[src/rtl/timer_pkg.sv]
// rtl/timer_pkg.sv - shared constants, conversion FSM states and hex segment encoding for the timer display
package timer_pkg;

    localparam int DEF_IN_W   = 10;
    localparam int DEF_DIGITS = 4;

    typedef enum logic {
        IDLE = 1'b0,
        CONV = 1'b1
    } conv_state_e;

    // Segment bit order {g,f,e,d,c,b,a}, 1 = segment lit.
    typedef logic [6:0] hex_seg_t;

    function automatic hex_seg_t hex_to_seg(input logic [3:0] nibble);
        hex_seg_t seg;
        case (nibble)
            4'h0: seg = 7'h3f;
            4'h1: seg = 7'h06;
            4'h2: seg = 7'h5b;
            4'h3: seg = 7'h4f;
            4'h4: seg = 7'h66;
            4'h5: seg = 7'h6d;
            4'h6: seg = 7'h7d;
            4'h7: seg = 7'h07;
            4'h8: seg = 7'h7f;
            4'h9: seg = 7'h6f;
            4'ha: seg = 7'h77;
            4'hb: seg = 7'h7c;
            4'hc: seg = 7'h39;
            4'hd: seg = 7'h5e;
            4'he: seg = 7'h79;
            default: seg = 7'h71;
        endcase
        return seg;
    endfunction

endpackage

[src/rtl/bin2bcd_seq.sv]
// rtl/bin2bcd_seq.sv - serial double-dabble binary to BCD converter, one input bit per cycle
module bin2bcd_seq
    import timer_pkg::*;
#(
    parameter int IN_W   = DEF_IN_W,
    parameter int DIGITS = DEF_DIGITS
) (
    input  logic                clk,
    input  logic                rst_n,
    input  logic                start_i,
    input  logic [IN_W-1:0]     value_i,
    output logic                busy_o,
    output logic                done_o,
    output logic [4*DIGITS-1:0] result_o
);

    localparam int CNT_W = $clog2(IN_W + 1);

    logic [IN_W-1:0]     shift_q;
    logic [4*DIGITS-1:0] work_q;
    logic [4*DIGITS-1:0] adj;
    logic [CNT_W-1:0]    cnt_q;
    logic                busy_q;

    always_comb begin
        adj = work_q;
        for (int i = 0; i < DIGITS; i++) begin
            if (work_q[4*i +: 4] >= 4'd5) begin
                adj[4*i +: 4] = work_q[4*i +: 4] + 4'd3;
            end
        end
    end

    // result_o is the work value after this cycle's shift, so it is final exactly when done_o is high.
    assign result_o = {adj[4*DIGITS-2:0], shift_q[IN_W-1]};
    assign done_o   = busy_q && (cnt_q == CNT_W'(IN_W - 1));
    assign busy_o   = busy_q;

    always_ff @(posedge clk or negedge rst_n) begin
        if (!rst_n) begin
            shift_q <= '0;
            work_q  <= '0;
            cnt_q   <= '0;
            busy_q  <= 1'b0;
        end else if (start_i && !busy_q) begin
            shift_q <= value_i;
            work_q  <= '0;
            cnt_q   <= '0;
            busy_q  <= 1'b1;
        end else if (busy_q) begin
            shift_q <= {shift_q[IN_W-2:0], 1'b0};
            work_q  <= result_o;
            cnt_q   <= cnt_q + 1'b1;
            if (done_o) begin
                busy_q <= 1'b0;
            end
        end
    end

endmodule

[src/rtl/hex7seg.sv]
// rtl/hex7seg.sv - hex nibble to 7-segment pattern decoder
module hex7seg
    import timer_pkg::*;
(
    input  logic [3:0] nibble_i,
    output logic [6:0] seg_o
);

    assign seg_o = hex_to_seg(nibble_i);

endmodule

[src/rtl/digits_scan_ctrl.sv]
// rtl/digits_scan_ctrl.sv - accepts a binary value, converts it to BCD and scans it onto a multiplexed 7-segment display
module digits_scan_ctrl
    import timer_pkg::*;
#(
    parameter int IN_W     = DEF_IN_W,
    parameter int DIGITS   = DEF_DIGITS,
    parameter int SCAN_DIV = 50000,
    parameter int BLANK_LZ = 1
) (
    input  logic                clk,
    input  logic                rst_n,
    input  logic                in_valid,
    input  logic [IN_W-1:0]     in_value,
    output logic                in_ready,
    output logic [4*DIGITS-1:0] bcd,
    output logic [6:0]          seg,
    output logic [DIGITS-1:0]   an
);

    localparam int SCAN_W = (SCAN_DIV > 1) ? $clog2(SCAN_DIV) : 1;
    localparam int IDX_W  = (DIGITS > 1) ? $clog2(DIGITS) : 1;

    if (10**DIGITS <= 2**IN_W - 1) begin : g_range_chk
        $error("digits_scan_ctrl: DIGITS too small for IN_W");
    end

    conv_state_e         state_q, state_d;
    logic                conv_start;
    logic                conv_busy;
    logic                conv_done;
    logic [4*DIGITS-1:0] conv_result;
    logic [4*DIGITS-1:0] bcd_q;

    assign in_ready = (state_q == IDLE) && !conv_busy;

    always_comb begin
        state_d    = state_q;
        conv_start = 1'b0;
        case (state_q)
            IDLE: begin
                if (in_valid && in_ready) begin
                    conv_start = 1'b1;
                    state_d    = CONV;
                end
            end
            CONV: begin
                if (conv_done) begin
                    state_d = IDLE;
                end
            end
            default: state_d = IDLE;
        endcase
    end

    bin2bcd_seq #(
        .IN_W   (IN_W),
        .DIGITS (DIGITS)
    ) u_bin2bcd (
        .clk      (clk),
        .rst_n    (rst_n),
        .start_i  (conv_start),
        .value_i  (in_value),
        .busy_o   (conv_busy),
        .done_o   (conv_done),
        .result_o (conv_result)
    );

    always_ff @(posedge clk or negedge rst_n) begin
        if (!rst_n) begin
            state_q <= IDLE;
            bcd_q   <= '0;
        end else begin
            state_q <= state_d;
            if (conv_done) begin
                bcd_q <= conv_result;
            end
        end
    end

    assign bcd = bcd_q;

    logic [SCAN_W-1:0]   scan_cnt_q;
    logic [IDX_W-1:0]    idx_q;
    logic [3:0]          cur_nibble;
    logic [4*DIGITS-1:0] upper_digits;
    logic                blank;
    logic [DIGITS-1:0]   an_d;
    logic [6:0]          seg_d;
    logic [DIGITS-1:0]   an_q;
    logic [6:0]          seg_q;

    // A digit is a leading zero when it and every more significant digit is zero.
    always_comb begin
        cur_nibble   = bcd_q[4*idx_q +: 4];
        upper_digits = bcd_q >> (4 * idx_q);
        blank        = (BLANK_LZ != 0) && (idx_q != '0) && (upper_digits == '0);
        an_d         = '1;
        if (!blank) begin
            an_d[idx_q] = 1'b0;
        end
    end

    hex7seg u_hex (
        .nibble_i (cur_nibble),
        .seg_o    (seg_d)
    );

    always_ff @(posedge clk or negedge rst_n) begin
        if (!rst_n) begin
            scan_cnt_q <= '0;
            idx_q      <= '0;
            an_q       <= '1;
            seg_q      <= hex_to_seg(4'h0);
        end else begin
            an_q  <= an_d;
            seg_q <= seg_d;
            if (scan_cnt_q == SCAN_W'(SCAN_DIV - 1)) begin
                scan_cnt_q <= '0;
                idx_q      <= (idx_q == IDX_W'(DIGITS - 1)) ? '0 : idx_q + 1'b1;
            end else begin
                scan_cnt_q <= scan_cnt_q + 1'b1;
            end
        end
    end

    assign an  = an_q;
    assign seg = seg_q;

endmodule

[config.mk]
export PLATFORM = sky130hd
export DESIGN_NAME = digits_scan_ctrl
export DESIGN_NICKNAME = d
export VERILOG_FILES = /design/src/rtl/timer_pkg.sv /design/src/rtl/bin2bcd_seq.sv /design/src/rtl/hex7seg.sv /design/src/rtl/digits_scan_ctrl.sv
export SDC_FILE = /design/constraint.sdc
export NUM_CORES = 1
export LEC_CHECK = 0
export ABC_CLOCK_PERIOD_IN_PS = 4300
export CAP_MARGIN = 20
export CORE_MARGIN = 2
export CORE_UTILIZATION = 68
export CTS_CLUSTER_SIZE = 24
export DETAILED_ROUTE_END_ITERATION = 10
export DONT_BUFFER_PORTS = 1
export PLACE_DENSITY = 0.84
export SYNTH_ARGS = -nofsm -noshare
export SYNTH_HDL_FRONTEND = slang
export SYNTH_SLANG_ARGS = --single-unit
[constraint.sdc]
create_clock -name clk -period 4.3 [get_ports clk]
set_clock_uncertainty 0.05 [all_clocks]
set_input_delay 0.86 -clock clk [delete_from_list [all_inputs] [get_ports clk]]
set_output_delay 0.86 -clock clk [all_outputs]
set_load 0.1 [all_outputs]
==> metrics.txt, run 1 <==
die height=79.7 um; cts bufs inserted=9; clk buf depth=2; placed cells=439; vias in the first global route=2,696; Reg clk slew, reported paths=0.08 ns; syn_area_per_cell=10.4 um^2; Max-cap violations=0; CTS tree=done; antenna violations before repair=0; die width=79.7 um; Max FO, Critical Path=4; WL/cell=16.2 um; critical path data arrival time=2.85 ns; R2R Setup Slk=1.67 ns; Nets=413; Synthesized Nets=411; Fin. Hold Viols=0; overall routing resource usage=26.0%; fraction of layout cells with a size suffix above 1=11.0%; Final setup viols=0; Hold Path Class=input pin to async pin; critical setup path kind=flop to flop; setup tns final=0 ns; non-filler cells, final=454; Distinct cells, synth=40; htree depth=3; Synth Cell Area=3900 um^2; normalized max-slew margin=28.5%; IO buf count=0; r2r endpoint=an[1]; initial core utilization=70.8%; die area=6360 um^2; cts hold-fix bufs=0; first-pass GRT wire length=12,600 um; Resized cells post-CTS=0; dpl hpwl=4950 um; number of vias per cell=5.93; Row Count=27; DRT iter0 DRCs=126; Seq/Total Area, Yosys=49.7%; Req. time, crit path=4.51 ns; post-synthesis cell count=376; largest net degree at the start of global routing=78; Max Freq=380 MHz; Diodes inserted=0; Total Wirelength=7330 um; fin. max-slew vios=0; min cycle time layout=2.63 ns; drt drc=0; worst r2r src=bcd[8]; Yosys warning count=0; crit start category=flop; Area Growth Syn to Fin=5.65%; Root Buffer=clkbuf_8; crit end category=flop; Setup Buffers After CTS=0; status=complete, no violations; I/O pins=41; Final ANT Viol Nets=0; CTS sink count=77; Seq cells post-synth=77; Least-Margin Pin Slew=1.07 ns; Core ar.=5510 um^2; detailed-route via count=2,694; RD Place Congestion=0.906; drt first pass iters=5; final worst-path cycle share=61.2%; RSZ-0062 raised after global routing=no; Register-to-Register Path Depth=6; worst skew pair latency=0.35 ns; GRT overflow=0
[Yosys cell counts, drive strengths merged]
master / instances / area (um^2)
dfstp: 10 / 263
nand4: 4 / 25.0
nor4: 6 / 52.6
a22oi: 10 / 75.1
mux4: 5 / 113
or4bb: 1 / 11.3
inv: 17 / 63.8
or4: 1 / 7.51
nor4b: 1 / 8.76
and2: 1 / 6.26
nor2: 20 / 75.1
ha: 22 / 275
a222oi: 1 / 10.0
clkbuf: 7 / 26.3
nand4b: 1 / 8.76
or4b: 1 / 10.0
nor3: 4 / 20.0
or2: 2 / 12.5
nor3b: 10 / 80.1
buf: 6 / 41.3
o221ai: 1 / 8.76
o21ai: 29 / 145
nor2b: 5 / 31.3
mux2: 5 / 56.3
a21oi: 20 / 100
o31ai: 1 / 7.51
xor2: 6 / 52.6
xnor2: 18 / 158
nand2b: 6 / 37.5
dfrtp: 67 / 1680
nand3: 8 / 40.0
nand2: 64 / 240
nand4bb: 1 / 11.3
mux2i: 14 / 140
a22o: 1 / 8.76
[stage by stage]
stage / util, % / area [um^2] / setup slack [ns] / hold WS, ns
after floorplan: - / 3900 / 1.49 / 0.397
after global placement: 71.8 / 3950 / 1.81 / 0.408
after detailed placement: 71.8 / 3950 / 1.72 / 0.418
after CTS: 74.8 / 4120 / 1.70 / 0.140
after global routing: 74.8 / 4120 / 1.53 / 0.134
final: 74.8 / 4120 / 1.67 / 0.155
[worst max-delay path, stage by stage (launching register included)]
cell and delay, ns:
dfrtp_1 0.78, mux4_2 0.68, inv_1 0.15, ha_1 0.20
nor4b_1 0.24, o221ai_1 0.22, o21ai_0 0.22
[layout by cell type, fill, tap and decap left out, types with 6 or more instances in the layout]
master,count
clkbuf_8,10
a21oi_1,20
a22oi_1,10
nand3_1,8
xor2_1,6
ha_1,22
nand2_1,64
mux2i_1,14
dfrtp_1,67
dfstp_2,10
o21ai_0,26
nand2b_1,6
xnor2_1,18
nor3b_1,9
nor2_1,19
inv_1,17
[registers in the layout, indices dropped and copies added (netlist names)]
name,cells
u_bin2bcd.shift_q,10
an,4
idx_q,2
u_bin2bcd.cnt_q,4
scan_cnt_q,16
u_bin2bcd.work_q,16
seg,7
bcd,16
state_q,1
u_bin2bcd.busy_o,1
[layer usage]
| metal | track usage [%] | part of all wire [%] | vias up |
|---|---|---|---|
| met5 | 0 | 0 | - |
| met4 | 12.4 | 1.9 | 0 |
| met3 | 4.98 | 3.7 | 11 |
| met2 | 41.9 | 50 | 61 |
| met1 | 33.9 | 45 | 1327 |
| li1 | - | - | 1295 |
[cell families (layout without fill, tap and decap cells)]
family	after synthesis	count (layout)	synth area share (%)
multiplexers	24	24	7.93
buffers and inverters	30	36	3.37
XOR/XNOR	24	24	5.39
adder cells (fa/ha/maj)	22	22	7.06
AND/OR/NAND/NOR	136	136	17.4
AO/OA/AOI/OAI	63	63	9.11
flip-flops	77	77	49.7
[worst max path at each step]
stage	startpoint	end	depth (start not counted)
2_1_floorplan	u_bin2bcd.busy_o	u_bin2bcd.work_q[8]	6
3_3_place_gp	bcd[8]	an[1]	6
3_5_place_dp	bcd[1]	an[3]	6
4_1_cts	bcd[1]	an[3]	6
5_1_grt	bcd[1]	an[3]	6
6_report	bcd[8]	an[1]	6
[area by class of cell]
cell class                      count  area (um^2)
Sequential cell                    77         1940
Clock buffer                       10          138
Clock inverter                      5         27.5
Inverter                           17         63.8
Multi-Input combinational cell    269         1830
Fill cell                         379         1390
Timing Repair Buffer                4         30.0
Tap cell                           72         90.1
Power of run 1 is left out: the tool's default activity adds up to more than one toggle a clock period on the data nets, which glitch-free logic cannot reach.
==> inputs of run 2 (changes only) <==
- ABC_CLOCK_PERIOD_IN_PS: 4300 -> 2400
- CORE_UTILIZATION: 68 -> 57
- PLACE_DENSITY: 0.84 -> 0.75
- clock period: 4.3 -> 2.4 ns (I/O delays scaled with it)
==> run 2 against run 1 <==
First-iteration DRC count grew 26%. Sequential share of layout area shrank 2.1 points. Flip-flop and latch count is the same. Critical path depth is the same. Critical path type unchanged.
==> metrics.txt, run 2 (same netlist as run 1, synthesis figures left out) <==
status=complete, no violations; crit start category=flop; dpl hpwl=5180 um; Max Freq=476 MHz; Diodes inserted=0; Register-to-Register Path Depth=6; worst r2r src=idx_q[0]; Reg clk slew, reported paths=0.08 ns; initial core utilization=58.0%; I/O pins=41; IO buf count=0; commonest non-fill, non-tap cell in the layout=dfrtp_1; largest net degree at the start of global routing=78; commonest cells after routing, fill and taps aside=dfrtp_1, nand2_1, o21ai_0, buf_4, ha_1; Filler Cell Count=535; critical path data arrival time=2.32 ns; drt drc=0; detailed-route via count=2,785; Area Growth Syn to Fin=10.6%; Nets=434; die width=86.7 um; Setup Buffers After CTS=0; Critical path origin=idx_q[0]; Total Wirelength=7400 um; Max-cap violations=0; CTS sink count=77; drt first pass iters=5; overall routing resource usage=22.1%; die height=86.7 um; die area=7520 um^2; Fin. Hold Viols=0; final worst-path cycle share=87.5%; Max FO, Critical Path=4; first-pass GRT wire length=12,900 um; fraction of layout cells with a size suffix above 1=15.3%; Row Count=30; Root Buffer=clkbuf_8; VDD IR max=0.754 mV; crit end category=flop; Worst Setup EP=an[1]; setup tns final=0 ns; Final setup viols=0; min cycle time layout=2.10 ns; antenna violations before repair=0; fin. max-slew vios=0; normalized max-slew margin=51.8%; PwrDens=1460 nW/um^2; vias in the first global route=2,674; Hold Path Class=input pin to flop; Req. time, crit path=2.62 ns; CTS tree=done; WL/cell=15.3 um; Least-Margin Pin Slew=0.721 ns; Final ANT Viol Nets=0; DRT iter0 DRCs=159; R2R Setup Slk=0.30 ns; r2r endpoint=an[1]; number of vias per cell=5.75; critical setup path kind=flop to flop; cts bufs inserted=9; clk buf depth=2; htree depth=3; RD Place Congestion=0.818; RSZ-0062 raised after global routing=no; Core ar.=6720 um^2; GRT overflow=0; fin util=64.2%; Static Leak=2.02 nW; worst skew pair latency=0.35 ns
==> run 2: cell types whose count changed in the layout (fill, tap and decap cells not counted), sizes merged <==
cell / delta
dlygate4sd3: +1
clkinv: -2
buf: +20
clkinvlp: +3
==> run 2: worst min-delay path by stage <==
stage                            to        start  slack [ns]  cells after the start
2_1_floorplan                bcd[0]        rst_n        0.13                      0
3_3_place_gp                 seg[6]        rst_n        0.14                      0
3_5_place_dp                 seg[6]        rst_n        0.14                      0
5_1_grt        u_bin2bcd.shift_q[4]  in_value[4]        0.19                      2
6_report       u_bin2bcd.shift_q[1]  in_value[1]        0.20                      2
4_1_cts        u_bin2bcd.shift_q[4]  in_value[4]        0.19                      2
==> run 2: power breakdown <==
group / switching [W] / leakage, nW / internal [W] / total, W
combinational: 0.00205 / 0.981 / 0.000990 / 0.00303
sequential: 0.000664 / 0.961 / 0.00175 / 0.00242
clock: 0.000478 / 0.0743 / 0.000371 / 0.000849
total: 0.00319 / 2.02 / 0.00312 / 0.00630
==> run 2: through the flow <==
stage	total power, W	hold WS [ns]	cells	area [um^2]	setup slack, ns
3_3_place_gp	0.00534	0.136	466	4110	0.384
4_1_cts	0.00634	0.186	484	4310	0.298
6_report	0.00630	0.196	484	4310	0.300
3_5_place_dp	0.00545	0.136	466	4110	0.312
5_1_grt	0.00675	0.187	484	4310	0.127
2_1_floorplan	0.00479	0.134	376	3900	0.0457
==> run 2: layout make-up <==
class                      instances  area, um^2  area share [%]
clock inverter                     6        40.0           0.929
inverter                          17        63.8            1.48
sequential                        77        1940            45.0
timing repair buffer              25         210            4.88
multi-input combinational        269        1830            42.5
clock buffer                      10         128            2.96
tap                               80         100            2.32
==> run 2: timing repair <==
item | in CTS | in global routing
gates resized for setup | 0 | 0
endpoints found under the hold margin | 77 | 0
hold buffers | 2 | 0
==> run 2: layer usage <==
| layer | vias up | GRT usage, % | wire [um] |
|---|---|---|---|
| li1 | 1335 | - | - |
| met1 | 1352 | 29.9 | 3380 |
| met2 | 86 | 34.2 | 3470 |
| met3 | 12 | 5.43 | 400 |
| met4 | 0 | 9.23 | 150 |
| met5 | - | 0 | 0 |
==> run 2: worst max-delay path, stage by stage, from the launching register on <==
cell,delay [ns]
dfrtp_1,0.41
mux4_2,0.58
inv_1,0.15
ha_1,0.18
nor4b_1,0.22
o221ai_1,0.21
o21ai_0,0.21
(Power assumes the default switching activity.)
==> inputs of run 3 (changes only) <==
- ABC_AREA: unset -> 0
- CORE_UTILIZATION: 57 -> 51
- DONT_BUFFER_PORTS: 1 -> unset
- PLACE_DENSITY: 0.75 -> 0.76
==> run 3 against run 2 <==
Worst setup slack better by 0.0070 ns. Die area grew 11%. Critical path type unchanged. Worst hold slack got worse by 0.15 ns. Sequential power decreased by 11%.
==> metrics.txt, run 3 (same netlist as run 1, synthesis figures left out) <==
status=complete, no violations; fin. max-slew vios=0; Nets=457; Total Wirelength=7560 um; normalized max-slew margin=54.5%; crit end category=flop; GRT overflow=0; fraction of layout cells with a size suffix above 1=17.8%; VDD IR max=0.798 mV; Internal=0.00353 W; drt first pass iters=4; detailed-route via count=2,792; crit start category=flop; worst skew pair latency=0.35 ns; Max Freq=478 MHz; critical path data arrival time=2.30 ns; Final ANT Viol Nets=0; Static Leak=2.16 nW; RSZ-0062 raised after global routing=no; Resized cells post-CTS=0; first-pass GRT wire length=13,000 um; vias in the first global route=2,752; storage element area=1940 um^2; Row Count=31; CTS sink count=77; critical setup path kind=flop to flop; overall routing resource usage=19.7%; commonest cells after routing, fill and taps aside=dfrtp_1, nand2_1, buf_4, o21ai_0, ha_1; PwrDens=1450 nW/um^2; cts hold-fix bufs=0; die area=8360 um^2; Area Growth Syn to Fin=18.4%; area of the multi-input gates=1830 um^2; clk buf depth=2; WL/cell=14.4 um; sw power=0.00317 W; CTS tree=done; switching fraction of total power=47.4%; fin util=63.0%; Comb pwr share=50.2%; Least-Margin Pin Slew=0.679 ns; Max-cap violations=0; cts bufs inserted=9; Reg clk slew, reported paths=0.08 ns; antenna violations before repair=0; DRT iter0 DRCs=100; largest net degree at the start of global routing=33; IO buf count=40; final worst-path cycle share=87.2%; min cycle time layout=2.09 ns; die height=91.4 um; dpl hpwl=5370 um; commonest non-fill, non-tap cell in the layout=dfrtp_1; Hold Path Class=input pin to async pin; Fin. Hold Viols=0; Diodes inserted=0; I/O pins=41; htree depth=3; die width=91.4 um; slowest stage delay, CP=0.58 ns; Clock power frac=17.8%; drt drc=0; initial core utilization=53.2%; setup tns final=0 ns; Final setup viols=0; Filler Cell Count=585; number of vias per cell=5.31; Max FO, Critical Path=4; sequential share of power=32.1%; Root Buffer=clkbuf_8; Core ar.=7330 um^2; Req. time, crit path=2.61 ns; RD Place Congestion=0.824; Setup Buffers After CTS=0; CP Cell Sequence=mux4_2 -> inv_1 -> ha_1 -> nor4b_1 -> o221ai_1 -> o21ai_0; slowest CP cell=mux4_2
## run 3: cell types whose count changed in the layout (fill, tap and decap cells not counted), sizes merged
cell	change
clkdlybuf4s50	+11
dlygate4sd3	-1
clkinvlp	-2
clkinv	-1
bufinv	+3
buf	+13
## run 3: power groups by stage
stage	clock [W]	combinational, W	sequential, W
6_report	0.00119	0.00336	0.00215
5_1_grt	0.00126	0.00365	0.00221
4_1_cts	0.00121	0.00338	0.00215
3_5_place_dp	0	0.00337	0.00217
3_3_place_gp	0	0.00330	0.00215
2_1_floorplan	0	0.00156	0.00324
## run 3: cell type report
class / instances / area share, %
clock inverter: 6 / 2.39
multi-input combinational: 269 / 39.7
clock buffer: 10 / 2.98
tap: 99 / 2.68
inverter: 17 / 1.38
timing repair buffer: 48 / 8.89
sequential: 77 / 42.0
## run 3: critical path: cells and delay by family (launching register included)
kind	cells	cell delay (ns)
fa+ha+maj	1	0.18
flops	1	0.41
buf+inv	1	0.16
mux	1	0.58
compound gates	2	0.40
simple gates	1	0.23
## run 3: worst paths after layout
kind | start | to | slack (ns) | depth (start not counted)
min in group clk | u_bin2bcd.shift_q[4] | u_bin2bcd.shift_q[4] | 0.44 | 2
setup reg to reg | idx_q[0] | an[2] | 0.31 | 6
max in group asynchronous | rst_n | u_bin2bcd.shift_q[9] | 1.63 | 2
setup / recovery | idx_q[0] | an[2] | 0.31 | 6
hold / removal | rst_n | idx_q[0] | 0.05 | 1
hold reg to reg | u_bin2bcd.shift_q[4] | u_bin2bcd.shift_q[4] | 0.44 | 2
## run 3: metal layers
metal,vias to the layer above,track usage [%],share of wire [%]
li1,1383,-,-
met1,1353,27.2,48
met2,49,30.5,48
met3,7,3.90,3.7
met4,0,8.08,1.3
met5,-,0,0
## run 3: per-stage QoR
| step | instances | area [um^2] | hold slack [ns] | total power, W | setup WS, ns |
|---|---|---|---|---|---|
| 2_1_floorplan | 376 | 3900 | 0.134 | 0.00479 | 0.0457 |
| 3_3_place_gp | 510 | 4370 | 0.411 | 0.00544 | 0.411 |
| 3_5_place_dp | 510 | 4370 | 0.418 | 0.00554 | 0.321 |
| 4_1_cts | 526 | 4620 | 0.0628 | 0.00674 | 0.300 |
| 5_1_grt | 526 | 4620 | 0.0885 | 0.00713 | 0.0714 |
| 6_report | 526 | 4620 | 0.0498 | 0.00670 | 0.307 |
